### src/rtl/pwm_pkg.sv
// Shared types and width helper for the PWM modulator slice.
package pwm_pkg;

    typedef enum logic {
        IDLE = 1'b0,
        RUN  = 1'b1
    } pwm_state_t;

    // Width of count/duty values for a period of n clock cycles.
    function automatic int unsigned pwm_dw(input int unsigned n);
        return (n < 2) ? 1 : $clog2(n);
    endfunction

endpackage

### src/rtl/pwm_sample_buffer.sv
// One-entry pending duty register with valid/ready intake, consume strobe and
// same-cycle bypass of an incoming sample when the entry is empty.
module pwm_sample_buffer #(
    parameter int unsigned DW = 8
) (
    input  logic          clk,
    input  logic          rst,
    input  logic [DW-1:0] sample_in,
    input  logic          sample_valid,
    output logic          sample_ready,
    input  logic          consume,
    output logic          avail_c,
    output logic [DW-1:0] data_c
);

    logic          pend_valid;
    logic [DW-1:0] pend;
    logic          take_c;

    assign sample_ready = !pend_valid;
    assign take_c       = sample_valid && !pend_valid;

    // Held entry wins; otherwise a handshake this cycle is offered straight through.
    assign avail_c = pend_valid || take_c;
    assign data_c  = pend_valid ? pend : sample_in;

    always_ff @(posedge clk or posedge rst) begin
        if (rst) begin
            pend_valid <= 1'b0;
            pend       <= '0;
        end else if (consume && pend_valid) begin
            pend_valid <= 1'b0;
        end else if (take_c && !consume) begin
            pend_valid <= 1'b1;
            pend       <= sample_in;
        end
    end

endmodule

### src/rtl/pwm_modulator.sv
// Period-synchronous PWM generator: reloads duty from the sample buffer on the
// upstream counter's carry and drives a registered compare output.
module pwm_modulator
    import pwm_pkg::*;
#(
    parameter  int unsigned N  = 256,
    localparam int unsigned DW = pwm_dw(N)
) (
    input  logic          clk,
    input  logic          rst,
    input  logic          en,
    input  logic [DW-1:0] cnt_in,
    input  logic          carry_in,
    input  logic [DW-1:0] sample_in,
    input  logic          sample_valid,
    output logic          sample_ready,
    input  logic          clr_underrun,
    output logic          pwm_out,
    output logic          period_start,
    output logic          underrun
);

    pwm_state_t    state_q, state_d;
    logic          load_c;
    logic          set_underrun_c;
    logic          avail_c;
    logic [DW-1:0] data_c;
    logic [DW-1:0] active_duty;
    logic          start_q;

    pwm_sample_buffer #(
        .DW (DW)
    ) u_buf (
        .clk          (clk),
        .rst          (rst),
        .sample_in    (sample_in),
        .sample_valid (sample_valid),
        .sample_ready (sample_ready),
        .consume      (load_c),
        .avail_c      (avail_c),
        .data_c       (data_c)
    );

    // Next-state and boundary decisions; carry_in marks the reload edge.
    always_comb begin
        state_d        = state_q;
        load_c         = 1'b0;
        set_underrun_c = 1'b0;
        unique case (state_q)
            IDLE: begin
                if (carry_in && en && avail_c) begin
                    load_c  = 1'b1;
                    state_d = RUN;
                end
            end
            RUN: begin
                if (carry_in) begin
                    if (!en) begin
                        state_d = IDLE;
                    end else if (avail_c) begin
                        load_c = 1'b1;
                    end else begin
                        set_underrun_c = 1'b1;
                    end
                end
            end
            default: state_d = IDLE;
        endcase
    end

    always_ff @(posedge clk or posedge rst) begin
        if (rst) begin
            state_q <= IDLE;
        end else begin
            state_q <= state_d;
        end
    end

    // Duty, compare output and flags. period_start is delayed one stage so it
    // lines up with the output cycle computed from cnt_in == 0.
    always_ff @(posedge clk or posedge rst) begin
        if (rst) begin
            active_duty  <= '0;
            pwm_out      <= 1'b0;
            start_q      <= 1'b0;
            period_start <= 1'b0;
            underrun     <= 1'b0;
        end else begin
            if (load_c) begin
                active_duty <= data_c;
            end
            pwm_out      <= (state_q == RUN) && (cnt_in < active_duty);
            start_q      <= (state_d == RUN) && carry_in;
            period_start <= start_q;
            if (set_underrun_c) begin
                underrun <= 1'b1;
            end else if (clr_underrun) begin
                underrun <= 1'b0;
            end
        end
    end

endmodule
### config.mk
export PLATFORM = sky130hd
export DESIGN_NAME = pwm_modulator
export DESIGN_NICKNAME = d
export VERILOG_FILES = /design/src/rtl/pwm_pkg.sv /design/src/rtl/pwm_sample_buffer.sv /design/src/rtl/pwm_modulator.sv
export SDC_FILE = /design/constraint.sdc
export NUM_CORES = 1
export LEC_CHECK = 0
export BUFFER_PORTS_ARGS = -buffer_cell sky130_fd_sc_hd__clkbuf_2
export CAP_MARGIN = 30
export CORE_MARGIN = 4
export CORE_UTILIZATION = 51
export DETAILED_ROUTE_END_ITERATION = 8
export GPL_ROUTABILITY_DRIVEN = 0
export GPL_TIMING_DRIVEN = 0
export HOLD_SLACK_MARGIN = 0.08
export PLACE_DENSITY = 0.75
export SETUP_SLACK_MARGIN = 0.15
export SYNTH_ARGS = -nofsm -noshare
export SYNTH_HDL_FRONTEND = slang
export SYNTH_SLANG_ARGS = --single-unit
### constraint.sdc
create_clock -name clk -period 1.4 [get_ports clk]
set_clock_uncertainty 0.15 [all_clocks]
set_input_delay 0.14 -clock clk [delete_from_list [all_inputs] [get_ports clk]]
set_output_delay 0.14 -clock clk [all_outputs]
set_load 0.05 [all_outputs]
---- Yosys cells after proc, flatten, opt, wreduce, memory -nomap -nowiden ----
Cells that the tools add are included.
W data, S select, Z words.
word-level totals
  RAM bits ................................ 0
  input bits .............................. 22
  memory bits (read-only) ................. 0
  bits in latches ......................... 0
  memories kept ........................... 0
  flip-flop bits (word level) ............. 22
  logic and storage cells ................. 41
operators by class
  shift-type cells ........................ 0
  equal/unequal tests ..................... 0
  bitwise gates (word level) .............. 2
  add/sub/neg operators ................... 0
  reductions and logical operators ........ 13
  multiplexer cells ....................... 17
  divide/modulo/power cells ............... 0
  $lt $le $gt $ge ......................... 1
  multiply operators ...................... 0
operator list
  cell                 count
  $mux W1              14
  $lt A8 B8 Y1         1
  $mux W8              1
  $logic_and A1 B1 Y1  7
  $pmux W1 S2          2
  $reduce_bool A2 Y1   2
  $logic_not A1 Y1     2
  $not A1 Y1           2
  $reduce_and A2 Y1    1
  $logic_or A1 B1 Y1   1

---- Depth between registers and ports, before layout ----
Gate-level depths: netlist of the first run.
  depth after elaboration ................. 11
  gate-level depth with buffers ........... 5
  gate-level depth less buffers ........... 5

---- By module ----
A second synthesis of the first run with hierarchy kept.
unflattened totals
  cell total of the unflattened synthesis .. 88
  area, all modules ....................... 1109.8 um^2
modules (own cells, without submodules)
  module             seq. area each (um^2)  area an instance (um^2)  cells an instance  times used
  pwm_modulator      325.3                  660.6                    57                 1
  pwm_sample_buffer  225.2                  449.2                    31                 1

---- Worst setup path after synthesis of the first run ----
No wires, ideal clock.
  kind .................................... register to register
  start ................................... reg u_buf.pend_valid
  end ..................................... reg u_buf.pend[0]
  clock period less this slack ............ 1.540 ns
  required time ........................... 1.125 ns
  data arrival time ....................... 1.265 ns
  buffers on the path ..................... 0
  cell stages (with the launch flop) ...... 4
  setup time .............................. 0.125 ns
  path slack .............................. -0.140 ns
  cell sequence ........................... dfrtp_1 -> inv_1 -> nand3_4 -> mux2_2
between the ends
  word-level cells in the longest chain between the ends .. 10
ends and longest elaborated chain
  what                                                            RTL line                                          source
  start, declared                                                 pwm_sample_buffer.sv:16                           logic pend_valid;
  start signal, assigned                                          pwm_sample_buffer.sv:29                           pend_valid <= 1'b0;
  start signal, assigned                                          pwm_sample_buffer.sv:32                           pend_valid <= 1'b0;
  start signal, assigned                                          pwm_sample_buffer.sv:34                           pend_valid <= 1'b1;
  $logic_not A1 Y1 (*)                                            -
  via sample_ready                                                pwm_modulator.sv:16                               output logic sample_ready,
  $logic_and A1 B1 Y1 (*)                                         pwm_sample_buffer.sv:21                           assign take_c = sample_valid && !pend_valid;
  $logic_or A1 B1 Y1                                              pwm_sample_buffer.sv:24                           assign avail_c = pend_valid || take_c;
  $mux W1                                                         pwm_modulator.sv:60                               end else if (avail_c) begin
  $mux W1                                                         pwm_modulator.sv:58                               if (!en) begin
  $mux W1                                                         pwm_modulator.sv:57                               if (carry_in) begin
  $pmux W1 S2                                                     pwm_modulator.sv:49                               unique case (state_q)
  $logic_not A1 Y1 / $logic_and A1 B1 Y1 (equally long branches)  pwm_sample_buffer.sv:33, pwm_sample_buffer.sv:31
  $logic_and A1 B1 Y1 / $not A1 Y1 (equally long branches)        -
  $reduce_and A2 Y1 (no line) (*)                                 -
  end signal, assigned                                            pwm_sample_buffer.sv:35                           pend <= sample_in;
  end, declared                                                   pwm_sample_buffer.sv:17                           logic [DW-1:0] pend;
Mark *: on every way through the listed nets, which the timed path passes. The rest lies on a longest branch.
A chain may end at the register's enable or synchronous reset.

---- Worst setup path in the final report of the first run ----
  start ................................... reg u_buf.pend_valid
  end ..................................... out sample_ready
between the ends
  word-level cells in the longest chain between the ends .. 1
ends and longest elaborated chain
  what              RTL line                 source
  $logic_not A1 Y1  pwm_sample_buffer.sv:20  assign sample_ready = !pend_valid;
  end, declared     pwm_modulator.sv:16
Every way passes these cells.

==> impl_metrics.toml, run 1 <==
[clocking]
cts_tree = "built"
cts.root.buffer_cell = "clkbuf_4"
clkLatencyLatePin_ns = 0.30
holdBufCountCts = 14
cts.sinks = 22
cts_buffers = 3
cts_buffer_depth = 2
cts_max_level = 1
clk_pin_slew_ns = 0.11

[place]
post-dp-hpwl_mm = 1.52
placed_cells = 147
post_dp_cell_area_um2 = 1240
portBuffers = 25

[final_layout]
fin_nets = 172
drive_gt1_share_pct = 37.6
areaGrowthSynthToFinish_pct = 41.0
finalNonFillerCells = 168
fin_area_um2 = 1520
diodes = 0

[global_routing]
grt_pass1_vias = 908
grt_max_degree = 23
grtUsageTotal_pct = 19.3
grt_overflow = 0
grt_pass1_wl_mm = 3.90
antenna_found_initial = 0

[setup_path]
cp-end-kind = "output pin"
cpMaxStageDelayCell = "dfrtp_2"
worstPathRequired_ns = 1.11
cp-start-kind = "flip-flop"
critPathKind = "reg -> out"
critPathMaxStageDelay_ns = 0.44
crit_fanout = 3
cp_num_buf_inv = 2
ff2ff_setup_slack_ns = 0.07
crit_family = "flip-flops"
crit_chain = "clkinvlp_4, buf_8"
cp.arrival_ns = 1.05

[detailed_routing]
drtIter0Drc = 5
ant_nets = 0
drt-total-wl_mm = 2.37
vias_per_cell = 5.15
wl_per_cell_um = 14.1
num_vias = 866
dr.pass1.iters = 3
drc = 0

[floorplan]
rows = 16
io_pins = 26
die_w_um = 53.9
core_area_um2 = 1980
die_height_um = 53.9
die_area_um2 = 2910
start_util_pct = 54.3

[timing]
max_slew_margin_pct = 45.6
hold_viol = 22
tightest_slew_ns = 0.816
drv_slew = 0
rsz0062_at_grt = "true"
max_freq_ghz = 0.748
period_needed_ns = 1.34
hold_ws_ns = -0.196
setup_viol = 0
timing.final.crit_share_pct = 95.5

[logic_synthesis]
synth_seq_cells = 22
syn_inst = 95
synth.avg_cell_area_um2 = 11.3
syn_area_um2 = 1080
yosysWarnings = 0
synth_cell_types = 18
syn_nets = 124
ys_seq_area_share_pct = 51.2

[run_status]
violations = "negative hold slack"
status = "finished with violations"

[worst_hold_path]
hold_path_class = "in -> async"

[pwr]
p_leak_uw = 0.000770
peakVddDrop_mv = 0.812
pwr_density_cell_nw_per_um2 = 1120

[flow_run]
drv_cap = 0
==> per-layer routing <==
| metal | vias up | wire, um | global-route usage [%] |
|---|---|---|---|
| met1 | 419 | 1000 | 23.1 |
| met2 | 21 | 1220 | 33.5 |
| met5 | - | 0 | 0 |
| li1 | 421 | - | - |
| met3 | 5 | 101 | 3.32 |
| met4 | 0 | 43 | 8.94 |
==> final cells by class <==
class	instances	area, um^2
buffer	2	15.0
clock buffer	3	22.5
fill	132	464
inverter	11	45.0
multi-input combinational	60	542
sequential	22	552
tap	27	33.8
timing repair buffer	43	308
==> cell usage after synthesis <==
library cell / number / area, um^2
a211oi_1: 2 / 15.0
a21oi_1: 1 / 5.00
buf_4: 2 / 15.0
dfrtp_1: 22 / 551
ha_1: 7 / 87.6
inv_1: 11 / 41.3
mux2_2: 8 / 90.1
mux2i_1: 8 / 80.1
nand2_1: 12 / 45.0
nand3_1: 1 / 5.00
nand3_4: 1 / 17.5
nand4_1: 1 / 6.26
nor2_1: 2 / 7.51
nor2b_1: 2 / 12.5
o211ai_4: 1 / 21.3
o21a_1: 1 / 7.51
o21ai_0: 12 / 60.1
o32ai_1: 1 / 8.76
==> sequential cells by signal, indices dropped and copies added, names as in the netlist <==
| register | flops |
|---|---|
| u_buf.pend_valid | 1 |
| start_q | 1 |
| state_q | 1 |
| pwm_out | 1 |
| u_buf.pend | 8 |
| period_start | 1 |
| active_duty | 8 |
| underrun | 1 |
==> final timing paths <==
path,startpoint,endpoint,depth (start not counted)
worst max-delay path,u_buf.pend_valid,sample_ready,2
worst min-delay path,rst,active_duty[2],2
worst max register to register,u_buf.pend_valid,u_buf.pend[1],3
worst min register to register,start_q,period_start,0
max in group asynchronous,rst,u_buf.pend_valid,2
min in group clk,cnt_in[7],pwm_out,5
==> worst reg2reg max path: cells and delay by family (launching register included) <==
| kind | cells | cell delay, ns |
|---|---|---|
| and+or+nand+nor | 1 | 0.16 |
| DFF | 1 | 0.46 |
| buffers and inverters | 1 | 0.12 |
| muxes | 1 | 0.35 |
==> power breakdown <==
group	switching (uW)	internal [uW]	leakage (uW)
combinational	278	303	0.000488
sequential	73.1	762	0.000268
clock	178	100	0.0000138
total	529	1170	0.000770
==> metrics by stage <==
step	utilization (%)	setup slack, ns	hold slack [ns]	power, uW	setup TNS (ns)
finish	76.6	0.0629	-0.196	1700	0
global route	76.6	0.0153	-0.134	1810	0
floorplan	-	-0.135	-0.0208	1140	-1.08
CTS	75.3	0.0452	-0.164	1670	0
detailed placement	62.5	0.0410	0.175	1270	0
global placement	62.5	0.0888	0.165	1230	0
==> logic make-up after synthesis <==
family / Yosys count / share of synthesized area (%)
fa+ha+maj: 7 / 8.14
flops: 22 / 51.2
buf+inv: 13 / 5.23
compound gates: 18 / 10.9
mux: 16 / 15.8
simple gates: 19 / 8.72
==> cell usage in the layout, fill, tap and decap left out, drive strengths merged, types with 2 or more instances in the layout <==
master       count
clkbuf          27
dfrtp           22
dlygate4sd3     14
nand2           12
o21ai           12
inv             10
mux2             8
mux2i            8
buf              7
ha               7
nor2             2
nor2b            2
a211oi           2
nand3            2
==> repair_timing <==
action                     4_1_cts  5_1_grt
setup endpoints to repair       20       18
setup buffers                    2        2
gates resized for setup         19        4
hold endpoints to repair        43       22
pin swaps                        3        0
(Power assumes the default switching activity.)
==> run 2, diff against run 1 <==
--- a/config.mk
+++ b/config.mk
@@ -5,7 +5,7 @@
 export SDC_FILE = /design/constraint.sdc
 export NUM_CORES = 1
 export LEC_CHECK = 0
-export BUFFER_PORTS_ARGS = -buffer_cell sky130_fd_sc_hd__clkbuf_2
+export BUFFER_PORTS_ARGS = -buffer_cell sky130_fd_sc_hd__buf_2
 export CAP_MARGIN = 30
 export CORE_MARGIN = 4
 export CORE_UTILIZATION = 51
@@ -14,7 +14,7 @@
 export GPL_TIMING_DRIVEN = 0
 export HOLD_SLACK_MARGIN = 0.08
 export PLACE_DENSITY = 0.75
-export SETUP_SLACK_MARGIN = 0.15
+export SETUP_SLACK_MARGIN = 0.5
 export SYNTH_ARGS = -nofsm -noshare
 export SYNTH_HDL_FRONTEND = slang
 export SYNTH_SLANG_ARGS = --single-unit
==> run 2 against run 1 <==
Effect of this change: the flow still finishes with violations (negative hold slack); sequential share of layout area grew 0.29 points; hold slack is essentially flat; count of clock-buffer cells in the layout grew 1; worst setup slack lost 0.012 ns; utilization shrank 0.44 points; critical path type is now reg -> reg; critical endpoint is now active_duty[5].
==> impl_metrics.toml, run 2 (synthesis gave the netlist of run 1 again) <==
[final_layout]
drive_gt1_share_pct = 51.9
layout_common_cells = "buf_2, dfrtp_1"
fin_nets = 161
diodes = 0
finalNonFillerCells = 158
areaGrowthSynthToFinish_pct = 40.2
top_regs = "active_duty (8), u_buf.pend (8)"
final_common_cell = "buf_2"

[pwr]
pwr_density_cell_nw_per_um2 = 1210
sw_frac_of_total_pct = 31.5
clkPwrFrac_pct = 19.4
pwr-share-comb_pct = 34.3
fin_total_pwr_uw = 1820
p_sw_uw = 575
p_seq_share_pct = 46.4
p_int_uw = 1250
p_leak_uw = 0.000749
peakVddDrop_mv = 0.980

[place]
placed_cells = 147
pre_cts_slack_ns = 0.0689
portBuffers = 25

[run_status]
violations = "negative hold slack"
status = "finished with violations"

[global_routing]
grt_overflow = 0
grt_pass1_vias = 860
grt_max_degree = 23
grt_pass1_wl_mm = 3.71
antenna_found_initial = 0
grtUsageTotal_pct = 18.1

[floorplan]
die_w_um = 53.9
rows = 16
die_area_um2 = 2910
core_area_um2 = 1980
io_pins = 26
start_util_pct = 54.3
die_height_um = 53.9

[clocking]
cts_buffers = 3
cts_buffer_depth = 2
cts.root.buffer_cell = "clkbuf_4"
cts_tree = "built"
cts_max_level = 1
clkLatencyLatePin_ns = 0.32
clk_pin_slew_ns = 0.13
cts.sinks = 22
holdBufCountCts = 1

[setup_path]
crit_family = "flip-flops"
cp.arrival_ns = 1.44
cpMaxStageDelayCell = "dfrtp_2"
crit_fanout = 5
crit_chain = "buf_12, o211ai_4, buf_6, nand2_1, o21ai_2"
cp_num_buf_inv = 2
cp-start-kind = "flip-flop"
worstPathRequired_ns = 1.49
critPathMaxStageDelay_ns = 0.46
critPathKind = "reg -> reg"
cp-end-kind = "flip-flop"

[detailed_routing]
drt-total-wl_mm = 2.26
vias_per_cell = 5.03
num_vias = 795
drtIter0Drc = 4
wl_per_cell_um = 14.3
ant_nets = 0
dr.pass1.iters = 4
drc = 0

[timing]
rsz0062_at_grt = "true"
tightest_slew_ns = 0.813
max_freq_ghz = 0.741
timing.final.crit_share_pct = 96.4
period_needed_ns = 1.35
drv_slew = 0
max_slew_margin_pct = 45.7
hold_ws_ns = -0.196
layout_setup_ws_ns = 0.0505
hold_viol = 37
setup_viol = 0

[flow_run]
drv_cap = 0

[worst_hold_path]
hold_path_class = "in -> async"
## run 2: cell types whose count changed in the layout (fill, tap and decap cells not counted), sizes merged
cell,delta
dlygate4sd3,-13
clkbuf,-23
buf,+26
## run 2: stage by stage
| step | utilization, % | cell area, um^2 | setup TNS, ns |
|---|---|---|---|
| after floorplan | - | 1100 | -0.685 |
| after global placement | 63.6 | 1260 | 0 |
| after detailed placement | 63.6 | 1260 | 0 |
| after CTS | 73.6 | 1460 | 0 |
| after global routing | 76.1 | 1510 | -0.00141 |
| final | 76.1 | 1510 | 0 |
## run 2: per-layer routing
layer	up-vias	GRT usage [%]	share of wire [%]
met3	5	3.32	4.9
li1	399	-	-
met4	0	9.79	1.7
met1	370	21.3	42
met2	21	30.8	51
met5	-	0	0
## run 2: worst reg2reg max path: stages (launching register included)
cell and delay (ns):
dfrtp_2 0.46, buf_12 0.14, o211ai_4 0.23, buf_6 0.17
nand2_1 0.08, o21ai_2 0.06
## run 2: final timing paths
path	startpoint	endpoint	slack, ns	depth (start not counted)
min	rst	u_buf.pend[6]	-0.20	2
min in group clk	sample_in[2]	u_buf.pend[2]	-0.09	2
min reg2reg	start_q	period_start	0.22	0
max in group asynchronous	rst	underrun	0.73	2
max	u_buf.pend_valid	active_duty[5]	0.05	5
max reg2reg	u_buf.pend_valid	active_duty[5]	0.05	5
## run 2: power by group through the flow
| stage | Sequential (uW) | Combinational [uW] | Clock (uW) |
|---|---|---|---|
| 2_1_floorplan | 862 | 301 | 0 |
| 3_3_place_gp | 831 | 427 | 0 |
| 3_5_place_dp | 842 | 449 | 0 |
| 4_1_cts | 834 | 584 | 356 |
| 5_1_grt | 858 | 686 | 380 |
| 6_report | 846 | 625 | 353 |
## run 2: area by class of cell
class / count / area, um^2
multi-input combinational: 60 / 584
clock buffer: 4 / 36.3
inverter: 11 / 45.0
tap: 27 / 33.8
fill: 131 / 473
timing repair buffer: 32 / 225
buffer: 2 / 31.3
sequential: 22 / 553
## run 2: what timing repair did
item / in CTS / in global routing
gates cloned: 1 / 0
buffers inserted: 5 / 0
resized for setup: 24 / 15
endpoints found under the hold margin: 43 / 42
pin swaps: 3 / 1
endpoints found under the setup margin: 25 / 25
